$ cat src/rtl/minisrc_pkg.sv
// Shared encodings for the MiniSRC control path: opcodes, sequencer steps and
// the one-hot instruction class vector.
package minisrc_pkg;

  localparam logic [4:0] OP_LD   = 5'b00000;
  localparam logic [4:0] OP_LDI  = 5'b00001;
  localparam logic [4:0] OP_ST   = 5'b00010;
  localparam logic [4:0] OP_ADD  = 5'b00011;
  localparam logic [4:0] OP_SUB  = 5'b00100;
  localparam logic [4:0] OP_AND  = 5'b00101;
  localparam logic [4:0] OP_OR   = 5'b00110;
  localparam logic [4:0] OP_ROR  = 5'b00111;
  localparam logic [4:0] OP_ROL  = 5'b01000;
  localparam logic [4:0] OP_SHR  = 5'b01001;
  localparam logic [4:0] OP_SHRA = 5'b01010;
  localparam logic [4:0] OP_SHL  = 5'b01011;
  localparam logic [4:0] OP_ADDI = 5'b01100;
  localparam logic [4:0] OP_ANDI = 5'b01101;
  localparam logic [4:0] OP_ORI  = 5'b01110;
  localparam logic [4:0] OP_DIV  = 5'b01111;
  localparam logic [4:0] OP_MUL  = 5'b10000;
  localparam logic [4:0] OP_NEG  = 5'b10001;
  localparam logic [4:0] OP_NOT  = 5'b10010;
  localparam logic [4:0] OP_BR   = 5'b10011;
  localparam logic [4:0] OP_JR   = 5'b10100;
  localparam logic [4:0] OP_IN   = 5'b10110;
  localparam logic [4:0] OP_OUT  = 5'b10111;
  localparam logic [4:0] OP_MFHI = 5'b11000;
  localparam logic [4:0] OP_MFLO = 5'b11001;
  localparam logic [4:0] OP_NOP  = 5'b11010;
  localparam logic [4:0] OP_HALT = 5'b11011;

  localparam logic [4:0] ALU_ADD  = OP_ADD;
  localparam logic [4:0] ALU_NONE = 5'b00000;

  typedef enum logic [3:0] {
    ST_RESET = 4'd0,
    ST_T0    = 4'd1,
    ST_T1    = 4'd2,
    ST_T2    = 4'd3,
    ST_T3    = 4'd4,
    ST_T4    = 4'd5,
    ST_T5    = 4'd6,
    ST_T6    = 4'd7,
    ST_T7    = 4'd8,
    ST_HALT  = 4'd9
  } step_t;

  typedef struct packed {
    logic alu_rr;
    logic alu_imm;
    logic unary;
    logic ld;
    logic ldi;
    logic st;
    logic muldiv;
    logic br;
    logic jr;
    logic inp;
    logic outp;
    logic mfhi;
    logic mflo;
    logic nop;
    logic halt;
  } opclass_t;

endpackage

$ cat src/rtl/opcode_class_decode.sv
// Maps the 5-bit opcode to a one-hot instruction class; unassigned codes
// (including 10101) fall into the nop class.
module opcode_class_decode
  import minisrc_pkg::*;
(
  input  logic [4:0] i_opcode,
  output opclass_t   o_class
);

  always_comb begin
    o_class = '0;
    case (i_opcode)
      OP_LD:   o_class.ld = 1'b1;
      OP_LDI:  o_class.ldi = 1'b1;
      OP_ST:   o_class.st = 1'b1;
      OP_ADD, OP_SUB, OP_AND, OP_OR, OP_ROR, OP_ROL,
      OP_SHR, OP_SHRA, OP_SHL:
               o_class.alu_rr = 1'b1;
      OP_ADDI, OP_ANDI, OP_ORI:
               o_class.alu_imm = 1'b1;
      OP_DIV, OP_MUL:
               o_class.muldiv = 1'b1;
      OP_NEG, OP_NOT:
               o_class.unary = 1'b1;
      OP_BR:   o_class.br = 1'b1;
      OP_JR:   o_class.jr = 1'b1;
      OP_IN:   o_class.inp = 1'b1;
      OP_OUT:  o_class.outp = 1'b1;
      OP_MFHI: o_class.mfhi = 1'b1;
      OP_MFLO: o_class.mflo = 1'b1;
      OP_HALT: o_class.halt = 1'b1;
      default: o_class.nop = 1'b1;
    endcase
  end

endmodule

$ cat src/rtl/control_sequencer.sv
// Hardwired MiniSRC control step sequencer; outputs depend on step and IR only.
// state | meaning: RESET idle after reset | T0-T2 fetch | T3-T7 execute | HALT stopped until reset
module control_sequencer
  import minisrc_pkg::*;
(
  input  logic        clk,
  input  logic        reset,
  input  logic [31:0] IR,
  input  logic        CON_FF,
  input  logic        stop,
  output logic        Gra,
  output logic        Grb,
  output logic        Grc,
  output logic        Rin,
  output logic        Rout,
  output logic        BAout,
  output logic        PCout,
  output logic        Zhighout,
  output logic        Zlowout,
  output logic        MDRout,
  output logic        HIout,
  output logic        LOout,
  output logic        InPortout,
  output logic        Cout,
  output logic        PCin,
  output logic        IRin,
  output logic        MARin,
  output logic        MDRin,
  output logic        Yin,
  output logic        Zin,
  output logic        HIin,
  output logic        LOin,
  output logic        CONin,
  output logic        OutPortin,
  output logic        IncPC,
  output logic        Read,
  output logic        Write,
  output logic [4:0]  alu_op,
  output logic        run
);

  step_t      r_state;
  step_t      w_next;
  opclass_t   w_cls;
  logic [4:0] w_op;
  logic       w_unused_ir;

  assign w_op = IR[31:27];
  // Register fields are decoded by the select/encode block, not here.
  assign w_unused_ir = ^IR[26:0];

  opcode_class_decode u_decode (
    .i_opcode (w_op),
    .o_class  (w_cls)
  );

  always_ff @(posedge clk or posedge reset) begin
    if (reset) r_state <= ST_RESET;
    else       r_state <= w_next;
  end

  always_comb begin
    w_next = r_state;
    case (r_state)
      ST_RESET: w_next = ST_T0;
      ST_T0:    w_next = stop ? ST_T0 : ST_T1;
      ST_T1:    w_next = ST_T2;
      ST_T2:    w_next = w_cls.nop ? ST_T0 : (w_cls.halt ? ST_HALT : ST_T3);
      ST_T3:    w_next = (w_cls.jr | w_cls.inp | w_cls.outp | w_cls.mfhi | w_cls.mflo)
                         ? ST_T0 : ST_T4;
      ST_T4:    w_next = w_cls.unary ? ST_T0 : ST_T5;
      ST_T5:    w_next = (w_cls.alu_rr | w_cls.alu_imm | w_cls.ldi) ? ST_T0 : ST_T6;
      ST_T6:    w_next = (w_cls.muldiv | w_cls.br) ? ST_T0 : ST_T7;
      ST_T7:    w_next = ST_T0;
      ST_HALT:  w_next = ST_HALT;
      default:  w_next = ST_RESET;
    endcase
  end

  always_comb begin
    Gra = 1'b0; Grb = 1'b0; Grc = 1'b0; Rin = 1'b0; Rout = 1'b0; BAout = 1'b0;
    PCout = 1'b0; Zhighout = 1'b0; Zlowout = 1'b0; MDRout = 1'b0; HIout = 1'b0;
    LOout = 1'b0; InPortout = 1'b0; Cout = 1'b0;
    PCin = 1'b0; IRin = 1'b0; MARin = 1'b0; MDRin = 1'b0; Yin = 1'b0; Zin = 1'b0;
    HIin = 1'b0; LOin = 1'b0; CONin = 1'b0; OutPortin = 1'b0;
    IncPC = 1'b0; Read = 1'b0; Write = 1'b0;
    alu_op = ALU_NONE;
    run = (r_state != ST_RESET) && (r_state != ST_HALT);
    case (r_state)
      ST_T0: if (!stop) begin PCout = 1'b1; MARin = 1'b1; IncPC = 1'b1; Zin = 1'b1; end
      ST_T1: begin Zlowout = 1'b1; PCin = 1'b1; Read = 1'b1; MDRin = 1'b1; end
      ST_T2: begin MDRout = 1'b1; IRin = 1'b1; end
      ST_T3: begin
        if (w_cls.alu_rr | w_cls.alu_imm) begin Grb = 1'b1; Rout = 1'b1; Yin = 1'b1; end
        if (w_cls.unary) begin Grb = 1'b1; Rout = 1'b1; Zin = 1'b1; alu_op = w_op; end
        if (w_cls.ld | w_cls.ldi | w_cls.st) begin Grb = 1'b1; BAout = 1'b1; Yin = 1'b1; end
        if (w_cls.muldiv) begin Gra = 1'b1; Rout = 1'b1; Yin = 1'b1; end
        if (w_cls.br)     begin Gra = 1'b1; Rout = 1'b1; CONin = 1'b1; end
        if (w_cls.jr)     begin Gra = 1'b1; Rout = 1'b1; PCin = 1'b1; end
        if (w_cls.inp)    begin InPortout = 1'b1; Gra = 1'b1; Rin = 1'b1; end
        if (w_cls.outp)   begin Gra = 1'b1; Rout = 1'b1; OutPortin = 1'b1; end
        if (w_cls.mfhi)   begin HIout = 1'b1; Gra = 1'b1; Rin = 1'b1; end
        if (w_cls.mflo)   begin LOout = 1'b1; Gra = 1'b1; Rin = 1'b1; end
      end
      ST_T4: begin
        if (w_cls.alu_rr)  begin Grc = 1'b1; Rout = 1'b1; Zin = 1'b1; alu_op = w_op; end
        if (w_cls.alu_imm) begin Cout = 1'b1; Zin = 1'b1; alu_op = w_op; end
        if (w_cls.unary)   begin Zlowout = 1'b1; Gra = 1'b1; Rin = 1'b1; end
        if (w_cls.ld | w_cls.ldi | w_cls.st) begin Cout = 1'b1; Zin = 1'b1; alu_op = ALU_ADD; end
        if (w_cls.muldiv)  begin Grb = 1'b1; Rout = 1'b1; Zin = 1'b1; alu_op = w_op; end
        if (w_cls.br)      begin PCout = 1'b1; Yin = 1'b1; end
      end
      ST_T5: begin
        if (w_cls.alu_rr | w_cls.alu_imm | w_cls.ldi) begin Zlowout = 1'b1; Gra = 1'b1; Rin = 1'b1; end
        if (w_cls.ld | w_cls.st) begin Zlowout = 1'b1; MARin = 1'b1; end
        if (w_cls.muldiv)        begin Zlowout = 1'b1; LOin = 1'b1; end
        if (w_cls.br)            begin Cout = 1'b1; Zin = 1'b1; alu_op = ALU_ADD; end
      end
      ST_T6: begin
        if (w_cls.ld)     begin Read = 1'b1; MDRin = 1'b1; end
        if (w_cls.st)     begin Gra = 1'b1; Rout = 1'b1; MDRin = 1'b1; end
        if (w_cls.muldiv) begin Zhighout = 1'b1; HIin = 1'b1; end
        // Branch target is always computed; only the PC load is conditional.
        if (w_cls.br)     begin Zlowout = 1'b1; PCin = CON_FF; end
      end
      ST_T7: begin
        if (w_cls.ld) begin MDRout = 1'b1; Gra = 1'b1; Rin = 1'b1; end
        if (w_cls.st) Write = 1'b1;
      end
      default: ;
    endcase
  end

endmodule

$ cat config.mk
export PLATFORM = sky130hd
export DESIGN_NAME = control_sequencer
export DESIGN_NICKNAME = d
export VERILOG_FILES = /design/src/rtl/minisrc_pkg.sv /design/src/rtl/opcode_class_decode.sv /design/src/rtl/control_sequencer.sv
export SDC_FILE = /design/constraint.sdc
export NUM_CORES = 1
export LEC_CHECK = 0
export BUFFER_PORTS_ARGS = -buffer_cell sky130_fd_sc_hd__buf_2
export CORE_MARGIN = 2
export CORE_UTILIZATION = 43
export DETAILED_ROUTE_END_ITERATION = 8
export GPL_TIMING_DRIVEN = 0
export PLACE_DENSITY = 0.84
export SLEW_MARGIN = 15
export SYNTH_ARGS = -nofsm -noshare
export SYNTH_HDL_FRONTEND = slang
export SYNTH_SLANG_ARGS = --single-unit
$ cat constraint.sdc
create_clock -name clk -period 5.2 [get_ports clk]
set_clock_uncertainty 0.2 [all_clocks]
set_input_delay 0.52 -clock clk [delete_from_list [all_inputs] [get_ports clk]]
set_output_delay 0.52 -clock clk [all_outputs]
set_load 0.02 [all_outputs]
Word-level counts from Yosys, hierarchy flattened. Cells that the tools add are included.

$add $sub $neg: 0. Multiply operators: 0. Divide/modulo/power cells: 0. $lt $le $gt $ge: 0. Equal/unequal tests: 35. Shift operators: 0. Muxes and demuxes: 97. Bitwise gates (word level): 10. Reductions and logical operators: 10.

Operators by type and width (count): 1-bit two-way mux (68); 5-bit == test, second input constant (10); 5-bit by 4-bit == test with 1-bit output, second input constant (8); 4-bit one-hot mux with 9 select lines (1); 26-bit OR reduction (1); 5-bit two-way mux (5); 5-bit by 3-bit == test with 1-bit output, second input constant (4); 4-bit by 3-bit == test with 1-bit output, second input constant (4); 1-bit one-hot mux with 2 select lines (8); 5-bit one-hot mux with 3 select lines (1); 4-bit two-way mux (3); 1-bit one-hot mux with 4 select lines (3); 5-bit by 2-bit == test with 1-bit output, second input constant (2); 1-bit bitwise OR (10); 3-bit two-way mux (3); 9-bit OR reduction (1); 4-bit by 2-bit == test with 1-bit output, second input constant (2); 4-bit == test, second input constant (2); 1-bit one-hot mux with 3 select lines (2); 2-bit OR reduction (3); 5-bit by 1-bit == test with 1-bit output, second input constant (1); 5-bit zero test (1); 1-bit one-hot mux with 5 select lines (1); 4-bit by 1-bit == test with 1-bit output, second input constant (1); other kinds (6) (7).

Flip-flop bits (word level): 4. Bits in latches: 0. RAM bits: 0. ROM bits: 0. Bits of input ports: 36. Output and inout port bits: 33. Word-level logic and storage cells: 153. Memories kept: 0.

Longest topological paths before layout. Gate-level depths: netlist (run 1).

Word-level depth: 11. Depth in mapped cells: 6. Depth with buffers taken out: 4.

By module. Synthesis (run 1) repeated with hierarchy kept, for this count alone.

Cell total of the unflattened synthesis: 153. Area, all modules: 1061.0 um2.

Modules (own cells, without submodules): control_sequencer (instances 1, cells each 122, area each 809.5 um2); opcode_class_decode (instances 1, cells each 31, area each 251.5 um2).

Least setup slack after synthesis (run 1). Ideal clock, no wire load.

Path kind: input -> output. From: in IR[28]. To: out Rout. Data arrival time: 2120 ps. Slack: 2360 ps. Stages on the path: 5. Buffers on the path: 1. Path through: buf_2 nand2_1 a2111oi_1 a21oi_1 nand3_1.

Longest elaborated chain between the ends: 11. Elaborated cells on any way between the ends: 43. Those cells by class: eq/ne (20); mux (18); bitwise (1); reduce/logical (4).

Ends and longest elaborated chain: start, declared (line control_sequencer.sv:8) `input logic [31:0] IR,`; 5-bit by 2-bit == test with 1-bit output, or another cell as far along (line opcode_class_decode.sv:12) `case (i_opcode)`; 9-bit OR reduction / 3-bit OR reduction (equally long branches); 1-bit two-way mux (line opcode_class_decode.sv:12); 1-bit bitwise OR (line control_sequencer.sv:94) `if (w_cls.alu_rr | w_cls.alu_imm) begin Grb = 1'b1; Rout = 1'b1; Yin = 1'b1; end`; 1-bit two-way mux (line control_sequencer.sv:94); 1-bit two-way mux (line control_sequencer.sv:95) `if (w_cls.unary) begin Grb = 1'b1; Rout = 1'b1; Zin = 1'b1; alu_op = w_op; end`; 1-bit two-way mux (line control_sequencer.sv:97) `if (w_cls.muldiv) begin Gra = 1'b1; Rout = 1'b1; Yin = 1'b1; end`; 1-bit two-way mux (line control_sequencer.sv:98) `if (w_cls.br) begin Gra = 1'b1; Rout = 1'b1; CONin = 1'b1; end`; 1-bit two-way mux (line control_sequencer.sv:99) `if (w_cls.jr) begin Gra = 1'b1; Rout = 1'b1; PCin = 1'b1; end`; 1-bit two-way mux (line control_sequencer.sv:101) `if (w_cls.outp) begin Gra = 1'b1; Rout = 1'b1; OutPortin = 1'b1; end`; 1-bit one-hot mux with 3 select lines (*) (line control_sequencer.sv:89) `case (r_state)`; end, declared (line control_sequencer.sv:15) `output logic Rout,`.

Mark *: on every way between the ends. The rest lies on a longest branch, timed or not.

Worst setup path after layout (run 1).
From: in IR[27]. To: out MDRout.

Longest elaborated chain between the ends: 4.

Ends and longest elaborated chain: 5-bit zero test (line opcode_class_decode.sv:12); 1-bit two-way mux (line opcode_class_decode.sv:12); 1-bit two-way mux (line control_sequencer.sv:127) `if (w_cls.ld) begin MDRout = 1'b1; Gra = 1'b1; Rin = 1'b1; end`; 1-bit one-hot mux with 2 select lines (line control_sequencer.sv:89); end, declared (line control_sequencer.sv:20) `output logic MDRout,`.

No other way between the ends.

==> out/results.ini, run 1 <==
[status]
run_status = completed

[pwr]
p_switching_mw = 0.227
internal-power_mw = 0.180
powerDensity_nw_per_um2 = 348
swShare = 0.558
vdd_ir_drop_max_mv = 0.175
pwr-share-seq = 0.131
power_frac_comb = 0.766
clock_power_share = 0.102
power.leakage_nw = 0.574

[logic_synthesis]
yosysUniqueCellTypes = 47
synth-seq-cells = 4
synth_edf_count = 0
netlist_instances = 143
ys_seq_area_frac = 0.110
synthFlopType = dfrtp_1
synthAdderAreaFrac = 0
muxShareOfSynthArea = 0
syn_nets = 179
async_reset_ff_frac = 1.00
synth_simple_gate_area_frac = 0.468
synth_top_family_by_area = simple AND/OR/NAND/NOR gates
yosysWarnings = 0
synth_area_sq_um = 906
synth_compound_area_frac = 0.291
avgSynthCellArea_sq_um = 6.33
synth-xor-area-share = 0.0290

[sta]
whs_ns = 0.465
fin_setup_tns_ns = 0
grt_setup_unrepaired = false
fmax_mhz = 358
slew_viol_final = 0
worst_slack_ns = 2.40
fin_crit_sh = 0.538
min_period_ns = 2.80
worstMarginPinSlew_ns = 0.721
setup_viol = 0
relSlewSlack = 0.515
finalHoldViolations = 0

[final_layout]
fillerInstances = 206
multi_input_comb_area_sq_um = 714
largest_register_ffs = 4
regMostFlops = r_state
final_area_sq_um = 1170
antennaDiodeCount = 0
top_regs = r_state x4
seq_area_sq_um = 100
area_growth_pct = 29.4
final_nets = 225
utilization = 0.592
drive_gt1_frac = 0.310

[floorplan]
start_util = 0.457
core_sq_um = 1980
io_pins = 69
dieArea_sq_um = 2490
num_rows = 16
die_w_um = 49.9
die_y_um = 49.9

[worst_setup_path]
critical_path_peak_fanout = 10
slowest_stage = nor4_1
crit_type = primary input to output port
cp_num_buf_inv = 3
path_cells = buf_2, buf_2, nor4_1, nand2_1, o22a_1, nor2_1, buf_2
startpoint_type = primary input
crit_path_max_incr_delay_ns = 0.65
end_kind = output port
crit_arrival_ns = 2.08
critPathTopFamily = simple AND/OR/NAND/NOR gates
worstPathRequired_ns = 4.48
cpMostUsedCell = buf_2

[detailed_routing]
drc = 0
firstDrtPassIters = 6
wl_um = 3110
drt-initial-drc-count = 74
drt-wirelength-per-cell_um = 14.5
routed_via_density = 6.06
drt.antenna.violating_nets = 0
num_vias = 1297

[worst_hold_path]
hold_path_class = primary input to flip-flop

[clocking]
cts_made_buffers = 3
h-tree-depth = 1
clk_latency_ns = 0.25
cts_tree = done
hold_buffers = 1
cts_resized = 0
clock_path_buffers = 2
clk_pin_slew_ns = 0.04
root_buffer = clkbuf_4
post-cts-setup-buffer-count = 0
cts.sinks = 4

[flow_run]
maxCapViolations = 0

[grt]
overflow = 0
track_usage = 0.259
grt_pass1_wl_um = 5040
grt_max_degree = 11
grt_antenna_before_repair = 0
grt_pass1_vias = 1121

[placement]
place.gp.congestion = 0.958
placed_cell_area_sq_um = 1140
hpwlAfterDp_um = 2360
io_buffers = 40
dp_slack_ns = 2.42

[metrics by stage]
stage | power (mW) | std cells
2_1_floorplan | 0.276 | 143
3_3_place_gp | 0.358 | 210
3_5_place_dp | 0.360 | 210
4_1_cts | 0.405 | 214
5_1_grt | 0.435 | 214
6_report | 0.408 | 214
[cells by family after synthesis]
family,after synthesis
AO/OA/AOI/OAI,39
XOR/XNOR,3
buffers and inverters,19
flip-flops,4
AND/OR/NAND/NOR,78
[worst reg2reg max path, cell delays in order, from the launching register on]
cell and delay [ns]:
dfrtp_1 0.39, buf_4 0.18, nand4bb_1 0.25, nor3_1 0.13
nor3b_1 0.37, nand3_1 0.14
[final timing paths]
path / startpoint / endpoint / slack (ns) / cells after the start
worst max-delay path: IR[27] / MDRout / 2.40 / 7
worst min-delay path: stop / r_state[1]$_DFF_PP0_ / 0.47 / 3
worst max register to register: r_state[0]$_DFF_PP0_ / r_state[0]$_DFF_PP0_ / 3.40 / 5
worst min register to register: r_state[0]$_DFF_PP0_ / r_state[1]$_DFF_PP0_ / 0.52 / 2
max in group asynchronous: reset / r_state[0]$_DFF_PP0_ / 4.16 / 3
min in group asynchronous: reset / r_state[1]$_DFF_PP0_ / 0.49 / 3
[per-layer routing]
metal,vias up,track usage,wire (um)
met4,0,0.134,53
met1,594,0.349,1330
met3,5,0.0121,245
met2,85,0.413,1480
met5,-,0,0
li1,613,-,-
[synth_stat cells (all sizes together), types with 2 or more instances]
cell type  count  area (sq um)
or2            3          18.8
nand2         15          56.3
clkbuf         4          15.0
nor2          16          62.6
nand4          2          12.5
inv            5          18.8
buf           10          57.6
o21ai         10          50.0
or4            3          22.5
o221ai         2          17.5
nor3           8          45.0
nand3          4          20.0
dfrtp          4           100
xor2           2          17.5
o22a           2          17.5
or3            3          18.8
nand2b         5          31.3
nor4           4          25.0
and2           4          25.0
o22ai          5          37.5
nor3b          5          37.5
a21oi          7          35.0
a22oi          2          15.0
[layout by cell type (no fill, tap or decap), types with 2 or more instances in the layout]
| cell type | count |
|---|---|
| nor3_1 | 7 |
| or2_2 | 2 |
| dfrtp_1 | 4 |
| nand4_1 | 2 |
| or3_1 | 3 |
| o221ai_1 | 2 |
| buf_4 | 3 |
| a21oi_1 | 7 |
| nand3_1 | 4 |
| buf_2 | 47 |
| nor2_1 | 15 |
| and2_1 | 4 |
| o21ai_0 | 9 |
| o22a_1 | 2 |
| nor3b_1 | 5 |
| clkbuf_4 | 3 |
| inv_1 | 5 |
| xor2_1 | 2 |
| or4_1 | 3 |
| nor4_1 | 4 |
| a22oi_1 | 2 |
| o22ai_1 | 4 |
| nand2b_1 | 5 |
| clkbuf_1 | 4 |
| nand2_1 | 15 |
[layout make-up]
cell class	count	area share
Multi-Input combinational cell	120	0.609
Timing Repair Buffer	41	0.179
Sequential cell	4	0.0854
Buffer	14	0.0619
Tap cell	27	0.0288
Clock buffer	3	0.0192
Inverter	5	0.0160
[power groups by stage]
stage          sequential (mW)  combinational, mW  clock [mW]
6_report                0.0536              0.313      0.0418
4_1_cts                 0.0533              0.309      0.0430
3_3_place_gp            0.0527              0.306           0
2_1_floorplan           0.0507              0.226           0
5_1_grt                 0.0545              0.338      0.0433
3_5_place_dp            0.0534              0.306           0
Note: power is estimated with default switching activity, not from simulation.
==> run 2, diff against run 1 <==
- CORE_UTILIZATION: 43 -> 36
- PLACE_DENSITY: 0.84 -> 0.74
- clock period: 5.2 -> 2.5 ns (I/O delays scaled with it)
==> run 2 against run 1 <==
Cell count grew 1.4%. Via count decreased by 3.2%. First-iteration DRC count is 32% lower. Power grew 110%. Clock-buffer cell count did not move. Non-clock buffer count is the same. Core utilization shrank 11 points. Worst setup slack got worse by 2.4 ns. Highest routed layer unchanged. Sequential share of layout area down 0.063 points. Clock power rose by 100%. Critical path depth decreased by 1. Cell area grew 0.75%. Largest cell class unchanged.
==> out/results.ini, run 2 (synthesis gave the netlist of run 1 again) <==
[worst_setup_path]
startpoint_type = flip-flop  ; was primary input
r2r_start = r_state[1]$_DFF_PP0_  ; was r_state[0]$_DFF_PP0_
crit_arrival_ns = 2.03  ; was 2.08 ns
worstPathRequired_ns = 2.05  ; was 4.48 ns
critical_path_peak_fanout = 10  ; unchanged
crit_type = flip-flop to output port  ; was primary input to output port
crit_start = r_state[3]$_DFF_PP0_  ; was IR[27]
end_kind = output port  ; unchanged

[sta]
worst_slack_ns = 0.0173  ; was 2.40 ns
grt_setup_unrepaired = false  ; unchanged
worstMarginPinSlew_ns = 0.639  ; was 0.721 ns
finalHoldViolations = 0  ; unchanged
fmax_mhz = 403
setup_viol = 0  ; unchanged
fin_setup_tns_ns = 0  ; unchanged
min_period_ns = 2.48
fin_crit_sh = 0.993
whs_ns = 0.222  ; was 0.465 ns
slew_viol_final = 0  ; unchanged
relSlewSlack = 0.570  ; was 0.515

[pwr]
power.leakage_nw = 0.574  ; about the same
vdd_ir_drop_max_mv = 0.439  ; was 0.175 mV
power.total_mw = 0.850  ; was 0.408 mW
powerDensity_nw_per_um2 = 719  ; was 348 nW/um^2

[clocking]
clk_pin_slew_ns = 0.04  ; about the same
cts.sinks = 4  ; unchanged
post-cts-setup-buffer-count = 0  ; unchanged
cts_made_buffers = 3  ; unchanged
clock_path_buffers = 2  ; unchanged
cts_tree = done  ; unchanged
root_buffer = clkbuf_4  ; unchanged
clk_latency_ns = 0.24  ; was 0.25 ns
h-tree-depth = 1  ; unchanged

[final_layout]
layout_common_cells = buf_2 (47), nand2_1 (15), nor2_1 (15)  ; unchanged
fillerInstances = 252  ; was 206
fin_cells = 217  ; was 214
mostFrequentLayoutCell = buf_2  ; unchanged
antennaDiodeCount = 0  ; unchanged
final_nets = 225  ; unchanged
regMostFlops = r_state  ; unchanged
largest_register_ffs = 4  ; unchanged
top_regs = r_state x4  ; unchanged
area_growth_pct = 30.4  ; was 29.4%
drive_gt1_frac = 0.316  ; was 0.310

[detailed_routing]
drt-wirelength-per-cell_um = 14.2  ; was 14.5 um
drt-initial-drc-count = 50  ; was 74
firstDrtPassIters = 4  ; was 6
routed_via_density = 5.79  ; was 6.06
drc = 0  ; unchanged
wl_um = 3080  ; was 3110 um
drt.antenna.violating_nets = 0  ; unchanged
num_vias = 1256  ; was 1297

[flow_run]
maxCapViolations = 0  ; unchanged

[status]
run_status = completed  ; unchanged

[floorplan]
start_util = 0.372  ; was 0.457
die_y_um = 54.2  ; was 49.9 um
die_w_um = 54.2  ; was 49.9 um
dieArea_sq_um = 2930  ; was 2490 sq um
num_rows = 18  ; was 16
core_sq_um = 2430  ; was 1980 sq um
io_pins = 69  ; unchanged

[grt]
grt_pass1_vias = 1073  ; was 1121
grt_antenna_before_repair = 0  ; unchanged
track_usage = 0.222  ; was 0.259
grt_pass1_wl_um = 4860  ; was 5040 um
overflow = 0  ; unchanged
grt_util_met1 = 0.311  ; was 0.349
grt_max_degree = 11  ; unchanged
grtUsageMet3 = 0.0194  ; was 0.0121
busiest_layer = met2  ; unchanged
grt_util_met2 = 0.345  ; was 0.413

[placement]
io_buffers = 40  ; unchanged
dp_slack_ns = 0.288  ; was 2.42 ns
dp_cells = 213  ; was 210
place.gp.congestion = 0.952  ; was 0.958
hpwlAfterDp_um = 2350  ; was 2360 um

[worst_hold_path]
hold_path_class = primary input to flip-flop  ; unchanged
min_from = stop  ; unchanged

==> run 2: cell count changes in the layout (fill, tap and decap cells not counted) <==
cell	previous run	this run
a2111oi_2	0	1
a2111oi_1	1	0
==> run 2: metrics by stage <==
stage | utilization | area [sq um]
finish | 0.486 | 1180
global route | 0.486 | 1180
CTS | 0.484 | 1180
detailed placement | 0.470 | 1140
global placement | 0.470 | 1140
floorplan | - | 906
==> run 2: timing repair <==
action                     in CTS  in global routing
hold endpoints to repair        4                  0
gates resized for setup         0                  1
setup endpoints to repair       0                  1
hold buffers                    1                  0
==> run 2: report_power, final <==
group	switching, mW	internal (mW)
Clock	0.0302	0.0540
Combinational	0.425	0.230
Sequential	0.0182	0.0922
==> run 2: layout make-up <==
type / instances / area [sq um] / share of cell area
Clock buffer: 3 / 22.5 / 0.0191
Timing Repair Buffer: 41 / 210 / 0.178
Sequential cell: 4 / 100 / 0.0847
Buffer: 14 / 72.6 / 0.0614
Tap cell: 30 / 37.5 / 0.0318
Inverter: 5 / 18.8 / 0.0159
Multi-Input combinational cell: 120 / 719 / 0.609
==> run 2: critical path, cell delays in order (launching register included) <==
cell and delay [ns]:
dfrtp_1 0.40, buf_2 0.19, nand4b_1 0.32, nor4_1 0.46, nand2_1 0.12, o2111ai_1 0.11, buf_2 0.20
==> run 2: metal layers <==
metal,share of wire,vias to the layer above
li1,-,618
met1,0.45,565
met2,0.46,71
met3,0.087,2
met4,0.0036,0
met5,0,-
==> run 2: path summary, 6_finish.rpt <==
check	end	slack (ns)	depth (start not counted)
min in group asynchronous	r_state[3]$_DFF_PP0_	0.24	3
max in group asynchronous	r_state[1]$_DFF_PP0_	1.70	3
setup / recovery	Gra	0.02	6
setup reg to reg	r_state[0]$_DFF_PP0_	0.72	5
hold reg to reg	r_state[1]$_DFF_PP0_	0.53	2
hold / removal	r_state[1]$_DFF_PP0_	0.22	3
